==> src/rtl/timer_pkg.sv <==
// Shared definitions for the memory-mapped timer: state encoding, register
// offsets and STATUS field positions.
package timer_pkg;

  localparam int STATE_W      = 2;

  localparam int OFF_STATUS   = 0;
  localparam int OFF_GOAL     = 1;
  localparam int OFF_CURR     = 2;

  localparam int BIT_START    = 0;
  localparam int BIT_STOP     = 1;
  localparam int BIT_STATE_LO = 2;
  localparam int STATUS_W     = BIT_STATE_LO + STATE_W;

  typedef enum logic [STATE_W-1:0] {
    ST_IDLE     = 2'd0,
    ST_RUNNING  = 2'd1,
    ST_COMPLETE = 2'd2
  } timer_state_e;

  function automatic logic [STATUS_W-1:0] pack_status(timer_state_e st, logic stop, logic start);
    return {st, stop, start};
  endfunction

endpackage

==> src/rtl/timer_if.sv <==
// APB-style register bus between a requester and the timer.
interface timer_if #(
  parameter int timerbits = 8,
  parameter int addrWidth = 32
);
  logic                 sel;
  logic                 enable;
  logic                 write;
  logic [addrWidth-1:0] addr;
  logic [timerbits-1:0] wdata;
  logic [timerbits-1:0] rdata;
  logic                 ready;
  logic                 slverr;

  modport master (output sel, enable, write, addr, wdata, input rdata, ready, slverr);
  modport slave  (input sel, enable, write, addr, wdata, output rdata, ready, slverr);
endinterface

==> src/rtl/timer_core.sv <==
// Counter and run-state machine; a STATUS write (start/clear) always
// overrides the count step in the same cycle.
module timer_core
  import timer_pkg::*;
#(
  parameter int timerbits = 8
) (
  input  logic                 clk,
  input  logic                 reset,
  input  logic                 start,
  input  logic                 stop,
  input  logic                 clear,
  input  logic [timerbits-1:0] goal,
  output logic [timerbits-1:0] curr,
  output timer_state_e         state,
  output logic                 start_bit,
  output logic                 stop_bit
);

  timer_state_e         state_d, state_q;
  logic [timerbits-1:0] curr_d, curr_q;
  logic                 start_d, start_q;
  logic                 stop_d, stop_q;

  always_ff @(posedge clk or negedge reset) begin
    if (!reset) begin
      state_q <= ST_IDLE;
      curr_q  <= '0;
      start_q <= 1'b0;
      stop_q  <= 1'b0;
    end else begin
      state_q <= state_d;
      curr_q  <= curr_d;
      start_q <= start_d;
      stop_q  <= stop_d;
    end
  end

  always_comb begin
    state_d = state_q;
    curr_d  = curr_q;
    start_d = start_q;
    stop_d  = stop_q;
    if (clear) begin
      state_d = ST_IDLE;
      curr_d  = '0;
      start_d = 1'b0;
      stop_d  = 1'b0;
    end else if (start) begin
      stop_d = stop;
      if (state_q == ST_IDLE) begin
        state_d = ST_RUNNING;
        curr_d  = '0;
        start_d = 1'b1;
      end
    end else if (state_q == ST_RUNNING && !stop_q) begin
      // >= rather than == so a goal lowered below curr still terminates
      if (curr_q >= goal) state_d = ST_COMPLETE;
      else                curr_d  = curr_q + timerbits'(1);
    end
  end

  assign curr      = curr_q;
  assign state     = state_q;
  assign start_bit = start_q;
  assign stop_bit  = stop_q;

endmodule

==> src/rtl/timer.sv <==
// Timer register block: bus decode, GOAL register and read mux around
// timer_core. Zero-wait-state access; bad accesses flag slverr.
module timer
  import timer_pkg::*;
#(
  parameter int timerbits     = 8,
  parameter int addrWidth     = 32,
  parameter int timerBaseAddr = 0
) (
  input  logic  clk,
  input  logic  reset,
  timer_if.slave bus
);

  localparam logic [addrWidth-1:0] ADDR_STATUS = addrWidth'(timerBaseAddr + OFF_STATUS);
  localparam logic [addrWidth-1:0] ADDR_GOAL   = addrWidth'(timerBaseAddr + OFF_GOAL);
  localparam logic [addrWidth-1:0] ADDR_CURR   = addrWidth'(timerBaseAddr + OFF_CURR);

  logic                 access, hit_status, hit_goal, hit_curr, bad_access;
  logic                 status_we, goal_we, core_start, core_clear;
  logic [timerbits-1:0] goal_d, goal_q, curr, rdata_c;
  timer_state_e         state;
  logic                 start_bit, stop_bit;

  always_comb begin
    access     = bus.sel & bus.enable;
    hit_status = (bus.addr == ADDR_STATUS);
    hit_goal   = (bus.addr == ADDR_GOAL);
    hit_curr   = (bus.addr == ADDR_CURR);
    bad_access = ~(hit_status | hit_goal | hit_curr) | (bus.write & hit_curr);
    status_we  = access & bus.write & hit_status;
    goal_we    = access & bus.write & hit_goal;
    core_start = status_we & bus.wdata[BIT_START];
    core_clear = status_we & ~bus.wdata[BIT_START];
    goal_d     = goal_we ? bus.wdata : goal_q;
    rdata_c    = '0;
    if (access && !bus.write) begin
      if (hit_status)    rdata_c = timerbits'(pack_status(state, stop_bit, start_bit));
      else if (hit_goal) rdata_c = goal_q;
      else if (hit_curr) rdata_c = curr;
    end
  end

  always_ff @(posedge clk or negedge reset) begin
    if (!reset) goal_q <= '0;
    else        goal_q <= goal_d;
  end

  timer_core #(.timerbits(timerbits)) u_core (
    .clk       (clk),
    .reset     (reset),
    .start     (core_start),
    .stop      (bus.wdata[BIT_STOP]),
    .clear     (core_clear),
    .goal      (goal_q),
    .curr      (curr),
    .state     (state),
    .start_bit (start_bit),
    .stop_bit  (stop_bit)
  );

  // Outputs are held quiet for the whole time reset is asserted
  assign bus.ready  = reset & access;
  assign bus.slverr = reset & access & bad_access;
  assign bus.rdata  = reset ? rdata_c : '0;

endmodule

==> src/flat_wrapper.sv <==
// flat-port wrapper written by rule: the top's interface ports become plain ports
module timer_flat import timer_pkg::*;
#(
  parameter int timerbits     = 8,
  parameter int addrWidth     = 32,
  parameter int timerBaseAddr = 0
)
  (clk, reset, bus_sel, bus_enable, bus_write, bus_addr, bus_wdata, bus_rdata, bus_ready, bus_slverr);
  timer_if #(.timerbits(timerbits), .addrWidth(addrWidth)) bus_i ();
  input  logic clk;
  input  logic reset;
  input wire logic [$bits(bus_i.sel)-1:0] bus_sel;
  input wire logic [$bits(bus_i.enable)-1:0] bus_enable;
  input wire logic [$bits(bus_i.write)-1:0] bus_write;
  input wire logic [$bits(bus_i.addr)-1:0] bus_addr;
  input wire logic [$bits(bus_i.wdata)-1:0] bus_wdata;
  output wire logic [$bits(bus_i.rdata)-1:0] bus_rdata;
  output wire logic [$bits(bus_i.ready)-1:0] bus_ready;
  output wire logic [$bits(bus_i.slverr)-1:0] bus_slverr;
  assign bus_i.sel = bus_sel;
  assign bus_i.enable = bus_enable;
  assign bus_i.write = bus_write;
  assign bus_i.addr = bus_addr;
  assign bus_i.wdata = bus_wdata;
  assign bus_rdata = bus_i.rdata;
  assign bus_ready = bus_i.ready;
  assign bus_slverr = bus_i.slverr;
  timer #(.timerbits(timerbits), .addrWidth(addrWidth), .timerBaseAddr(timerBaseAddr)) u_core (.clk(clk), .reset(reset), .bus(bus_i));
endmodule
==> config.mk <==
export PLATFORM = sky130hd
export DESIGN_NAME = timer_flat
export DESIGN_NICKNAME = d
export VERILOG_FILES = /design/src/rtl/timer_pkg.sv /design/src/rtl/timer_if.sv /design/src/rtl/timer_core.sv /design/src/rtl/timer.sv /design/src/flat_wrapper.sv
export SDC_FILE = /design/constraint.sdc
export NUM_CORES = 1
export LEC_CHECK = 0
export BUFFER_PORTS_ARGS = -buffer_cell sky130_fd_sc_hd__buf_2
export CAP_MARGIN = 20
export CORE_ASPECT_RATIO = 2
export CORE_MARGIN = 2
export CORE_UTILIZATION = 40
export CTS_CLUSTER_DIAMETER = 30
export DETAILED_ROUTE_END_ITERATION = 7
export PLACE_DENSITY = 0.73
export SYNTH_ARGS = -nofsm -noshare
export SYNTH_HDL_FRONTEND = slang
export SYNTH_SLANG_ARGS = --single-unit
==> constraint.sdc <==
create_clock -name clk -period 2.1 [get_ports clk]
set_clock_uncertainty 0.1 [all_clocks]
set_input_delay 0.105 -clock clk [delete_from_list [all_inputs] [get_ports clk]]
set_output_delay 0.105 -clock clk [all_outputs]
set_load 0.02 [all_outputs]
==> results of run 1 <==
-- final timing paths --
| path | to | slack (ns) | cells after the start |
|---|---|---|---|
| max in group asynchronous | u_core.goal_q[1] | 1.37 | 3 |
| hold reg to reg | u_core.goal_q[3] | 0.41 | 1 |
| min in group asynchronous | u_core.u_core.state[1] | 0.30 | 3 |
| hold / removal | u_core.u_core.stop_bit | 0.05 | 3 |
| setup / recovery | u_core.u_core.curr[1] | -0.03 | 6 |
| setup reg to reg | u_core.u_core.curr[1] | -0.03 | 6 |
-- layout by cell type (no fill, tap or decap), types with 4 or more instances in the layout --
cell	instances
a21o_1	4
a21oi_1	10
a22oi_1	4
a31oi_1	8
buf_2	53
buf_4	29
dfrtp_1	20
dlygate4sd3_1	7
ha_1	7
inv_1	11
mux2_2	8
nand2_1	6
nand3_1	8
nor2_1	17
nor3_1	6
nor4_4	6
o21ai_0	5
-- power by group --
| part | internal [mW] | total [mW] | leakage (nW) | switching, mW |
|---|---|---|---|---|
| Clock | 0.128 | 0.255 | 0.0216 | 0.127 |
| Combinational | 0.0553 | 0.117 | 0.823 | 0.0613 |
| Sequential | 0.385 | 0.385 | 0.269 | 0.000000000621 |
-- kinds of logic after synthesis --
kind of cell | after synthesis
AND/OR/NAND/NOR | 72
AO/OA/AOI/OAI | 47
buffers and inverters | 20
flip-flops | 20
adder cells (fa/ha/maj) | 9
multiplexers | 8
-- registers in the layout, indices dropped and copies added, names as in the netlist --
name	count
u_core.goal_q	8
u_core.u_core.curr	8
u_core.u_core.start_bit	1
u_core.u_core.stop_bit	1
u_core.u_core.state	2
-- timing repair --
item / CTS / global route
buffers inserted: 2 / 0
setup endpoints to repair: 5 / 16
gates resized for setup: 5 / 15
hold buffers: 7 / 0
gates cloned: 0 / 0
pin swaps: 6 / 9
endpoints found under the hold margin: 26 / 0
-- layout make-up --
class | instances | area [µm²] | share of cell area (%)
Timing Repair Buffer | 91 | 584.3 | 24.77
Multi-Input combinational cell | 136 | 1120 | 47.48
Tap cell | 51 | 63.81 | 2.706
Clock buffer | 3 | 41.29 | 1.751
Inverter | 13 | 48.80 | 2.069
Sequential cell | 20 | 500.5 | 21.22
-- layer usage --
layer	up-vias	GRT usage (%)	wire [µm]
met5	-	0	0
met4	0	16.19	325
met3	28	2.716	301
met2	99	48.40	2890
met1	848	20.45	1676
li1	842	-	-
-- worst reg2reg max path, cell delays in order (launching register included) --
cell and delay, ns:
dfrtp_1 0.41, ha_2 0.19, or4_4 0.54, a21oi_4 0.17, o31ai_4 0.08, o211a_1 0.21, or3_1 0.30
==> results by group, run 1 <==
Outcome
  • Status: finished with violations
  • Violated checks: setup timing

Synthesis
  • Post-synth top cells: dfrtp_1, nor2_1, inv_1, a21oi_1, ha_1
  • Post-synth EDFFs: 0
  • Yosys cell types: 45
  • Multiplexer area fraction after synthesis: 5.660%
  • Top-count cell post-synth: dfrtp_1
  • Ys Warns: 0
  • Syn nets: 230
  • Asr flop ratio synth: 100.0%
  • Ys flop type: dfrtp_1
  • Post-synth top area share: 31.45%
  • Syn Inst Count: 176
  • Register bit count reported by yosys: 20
  • Avg Inst Size Synth: 9.043 µm²
  • Largest family of logic cells by synthesized area: simple AND/OR/NAND/NOR gates
  • Post-Synth Simple-Gate Area: 29.87%
  • Synth area leaders: dfrtp_1, ha_1, mux2_2
  • Seq/Total Area, Yosys: 31.45%
  • Post-synthesis cell area: 0.001592 mm²
  • Synth Area in Compound Gates: 20.44%
  • Post-Synth XOR/XNOR Area: 0%
  • Adder-cell area share of the yosys netlist: 7.075%
  • Synth area leader: dfrtp_1

Worst setup path
  • Crit Path Max Fanout: 2
  • Crit-path leading delay family: simple AND/OR/NAND/NOR gates
  • Crit-path cells: ha_2 -> or4_4 -> a21oi_4 -> o31ai_4 -> o211a_1 -> or3_1
  • Critical path class: flop to flop
  • Critical path buffer and inverter count: 0
  • Critical path data arrival time: 2.17 ns
  • Startpoint Class: flop
  • Worst Setup End Kind: flop
  • CP startpoint: u_core.u_core.curr[2]
  • Reg-to-reg startpoint: u_core.u_core.curr[2]
  • Crit path required time: 2.14 ns
  • Crit path largest cell delay: 0.54 ns
  • Critical path's slowest cell: or4_4

Global route
  • Initial antenna violation count: 0
  • Vias in the first global route: 1,898
  • First-pass GRT wire length: 8300 µm
  • Largest net degree at the start of global routing: 21
  • GR Util All Layers: 23.80%
  • Total grt overflow: 0

Timing
  • Least-Margin Pin Slew: 0.3589 ns
  • Hold_ws: 0.04941 ns
  • Fmax: 0.4686 GHz
  • Period utilization: 101.6%
  • RSZ-0062 raised after global routing: true
  • Worst slew margin: 76.02%
  • Fin crit period: 2.134 ns
  • Final setup TNS: -0.03382 ns
  • PnR worst setup slack: -0.03382 ns
  • Setup violations, final: 1
  • Final Hold Fails: 0
  • Final Max Slew Viols: 0

Place
  • Port buffer count: 54
  • Placer Congestion: 0.8897
  • Placed cell areas: 0.002148 mm²
  • Inst Count DP: 303
  • Hpwl dp: 4149 µm
  • Worst slack, placed: -0.04201 ns

Clocking
  • Clock Sinks: 20
  • H-Tree Depth: 1
  • Clock transition at the registers of the reported paths: 0.08 ns
  • Worst-Skew Late Latency: 0.26 ns
  • Max Buffers Root-to-Sink: 2
  • Total CTS buffers: 3
  • TritonCTS clock tree: done
  • Clk root buf: clkbuf_8

Cells and area
  • Fin util: 61.36%
  • Final Net Count: 319
  • Area grow syn2layout: 48.19%
  • Layout cell share with drive strength beyond 1: 47.91%
  • Final instance area: 0.002359 mm²
  • Antenna Diode Count: 0
  • FILL cells: 353
  • Finished Layout Cells: 314

Power and ir drop
  • Pwr Total: 0.7561 mW
  • Worst VDD drop: 0.3158 mV
  • Lkg Pwr: 1.113 nW
  • Cell Pwr Density: 320.6 mW/mm²

Route
  • Drt drc: 0
  • Final WL: 5194 µm
  • Per-cell routed wire length: 16.54 µm
  • Routed Antenna Nets: 0
  • Vias per inst: 5.787
  • Initial DRC count: 32
  • Vias: 1,817
  • Detailed Routing Iterations Pass 1: 4

Die
  • Core Rows: 32
  • Core Region: 0.003844 mm²
  • Die X: 48.60 µm
  • Num ports: 55
  • Die H: 93.21 µm
  • Die Footprint: 0.004530 mm²
  • Starting Density: 41.41%

Min path
  • HP Start: bus_wdata[1]
  • Hold crit path type: input port to flop

Run
  • Max-cap check violation count: 0
No activity file was read; power rests on OpenSTA's default activity.
==> inputs of run 2 (changes only) <==
--- a/config.mk
+++ b/config.mk
@@ -9,10 +9,11 @@
 export CAP_MARGIN = 20
 export CORE_ASPECT_RATIO = 2
 export CORE_MARGIN = 2
-export CORE_UTILIZATION = 40
+export CORE_UTILIZATION = 44
 export CTS_CLUSTER_DIAMETER = 30
 export DETAILED_ROUTE_END_ITERATION = 7
-export PLACE_DENSITY = 0.73
+export PLACE_DENSITY = 0.79
 export SYNTH_ARGS = -nofsm -noshare
 export SYNTH_HDL_FRONTEND = slang
+export SYNTH_HIERARCHICAL = 1
 export SYNTH_SLANG_ARGS = --single-unit
==> results by group, run 2 <==
Place
  • Worst slack, placed: -0.07287 ns
  • Placer Congestion: 0.9777
  • Hpwl dp: 3445 µm
  • Port buffer count: 54

Synthesis
  • Post-synth EDFFs: 0
  • Yosys cell types: 42
  • Syn nets: 216
  • Synth area leaders: dfrtp_1, ha_1, mux2_2
  • Synth area leader: dfrtp_1
  • Ys flop type: dfrtp_1
  • Asr flop ratio synth: 100.0%
  • Post-synth top cells: dfrtp_1, inv_1, nor2_1, nand2_1
  • Seq/Total Area, Yosys: 33.90%
  • Top-count cell post-synth: dfrtp_1
  • Avg Inst Size Synth: 9.114 µm²
  • Post-synth top area share: 33.90%
  • Register bit count reported by yosys: 20
  • Syn Inst Count: 162
  • Ys Warns: 6
  • Post-synthesis cell area: 0.001476 mm²

Cells and area
  • Final Net Count: 309
  • Layout cell share with drive strength beyond 1: 43.31%
  • Commonest non-fill, non-tap cell in the layout: buf_2
  • Antenna Diode Count: 0
  • Area of the multi-input gates: 985.9 µm²
  • Sequential cell area: 500.5 µm²
  • FILL cells: 247
  • Most frequent cells in the layout: buf_2, buf_4, dfrtp_1, nor2_1, inv_1
  • Area grow syn2layout: 48.31%

Worst setup path
  • Critical path's slowest cell: or4_4
  • Startpoint Class: flop
  • Crit-path cells: ha_2 -> or4_4 -> a21oi_4 -> o31ai_4 -> buf_4 -> o311ai_4 -> o41ai_2
  • Worst Setup End Kind: flop
  • Critical path data arrival time: 2.20 ns
  • Critical path buffer and inverter count: 1
  • Critical path class: flop to flop
  • Crit path largest cell delay: 0.52 ns
  • Crit Path Max Fanout: 4
  • Crit-path leading delay family: compound AO/OA/AOI/OAI gates
  • Crit path required time: 2.14 ns

Timing
  • Fin crit period: 2.162 ns
  • Period utilization: 102.9%
  • RSZ-0062 raised after global routing: true
  • Worst slew margin: 63.40%
  • Setup violations, final: 3
  • PnR worst setup slack: -0.06157 ns
  • Least-Margin Pin Slew: 0.5479 ns
  • Final Hold Fails: 0
  • Final Max Slew Viols: 0
  • Fmax: 0.4626 GHz

Die
  • Starting Density: 46.24%
  • Core Rows: 29
  • Die Footprint: 0.003863 mm²
  • Core Region: 0.003193 mm²
  • Die X: 44.96 µm
  • Die H: 85.92 µm
  • Num ports: 55

Outcome
  • Violated checks: setup timing
  • Status: finished with violations

Route
  • Routed Antenna Nets: 0
  • Per-cell routed wire length: 16.44 µm
  • Final WL: 4684 µm
  • Drt drc: 0
  • Initial DRC count: 76
  • Detailed Routing Iterations Pass 1: 4
  • Vias per inst: 5.804
  • Vias: 1,654

Power and ir drop
  • Pwr Total: 0.7746 mW
  • Cell Pwr Density: 353.8 mW/mm²
  • Lkg Pwr: 1.067 nW
  • Worst VDD drop: 0.4177 mV

Global route
  • Largest net degree at the start of global routing: 21
  • GR Util All Layers: 25.02%
  • Initial antenna violation count: 0
  • Vias in the first global route: 1,568
  • First-pass GRT wire length: 7210 µm
  • Total grt overflow: 0

Run
  • Max-cap check violation count: 0

Clocking
  • Total CTS buffers: 3
  • H-Tree Depth: 1
  • Clk root buf: clkbuf_8
  • Worst-Skew Late Latency: 0.26 ns
  • Max Buffers Root-to-Sink: 2
  • Clock transition at the registers of the reported paths: 0.08 ns
  • TritonCTS clock tree: done
  • Clock Sinks: 20

Min path
  • Hold crit path type: input port to flop
## run 2: power breakdown
part / switching, mW / internal [mW] / total [mW]
Combinational: 0.0418 / 0.0499 / 0.0917
Clock: 0.131 / 0.167 / 0.298
Sequential: 0.000000000433 / 0.385 / 0.385
## run 2: logic make-up after synthesis
logic type / share of synthesized area, %
simple gates: 26.44
compound gates: 16.70
flops: 33.90
mux: 11.53
buf+inv: 3.814
fa+ha+maj: 7.627
## run 2: repair_timing
action / 4_1_cts / 5_1_grt
hold buffers: 7 / 1
buffers inserted: 1 / 3
setup endpoints to repair: 2 / 9
pin swaps: 0 / 4
resized for setup: 0 / 8
hold endpoints to repair: 26 / 1
## run 2: metrics by stage
| stage | utilization [%] | instances | setup TNS, ns | cell area [µm²] | hold WS [ns] |
|---|---|---|---|---|---|
| CTS | 65.99 | 281 | -0.07092 | 2107 | 0.002475 |
| detailed placement | 61.83 | 269 | -0.2659 | 1974 | 0.006005 |
| global route | 68.57 | 285 | -0.3878 | 2190 | 0.006856 |
| floorplan | - | 162 | 0 | 1493 | -0.2906 |
| finish | 68.57 | 285 | -0.1527 | 2190 | 0.008889 |
| global placement | 61.83 | 269 | -0.1613 | 1974 | 0.007924 |
## run 2: area by class of cell
cell class                      count  area share, %
Multi-Input combinational cell    127          45.03
Timing Repair Buffer               90          25.60
Sequential cell                    20          22.86
Clock buffer                        4          2.514
Inverter                           13          2.229
Tap cell                           31          1.771
## run 2: path summary, 6_finish.rpt
path | start | slack [ns] | to | cells past startpoint
min reg2reg | u_core/u_core/start_bit | 0.42 | u_core/u_core/start_bit | 2
max | u_core/u_core/curr[2] | -0.06 | u_core/u_core/curr[6] | 7
min in group asynchronous | reset | 0.25 | u_core/goal_q[3] | 3
min | bus_wdata[1] | 0.009 | u_core/goal_q[1] | 2
max in group asynchronous | reset | 1.44 | u_core/goal_q[2] | 3
max reg2reg | u_core/u_core/curr[2] | -0.06 | u_core/u_core/curr[6] | 7
## run 2: per-layer routing
layer / up-vias / share of wire (%) / global-route usage, % / wire (µm)
li1: 790 / - / - / -
met1: 802 / 40 / 30.77 / 1881
met2: 51 / 53 / 40.78 / 2493
met3: 11 / 3.7 / 3.368 / 172
met4: 0 / 2.9 / 12.83 / 137
met5: - / 0 / 0 / 0
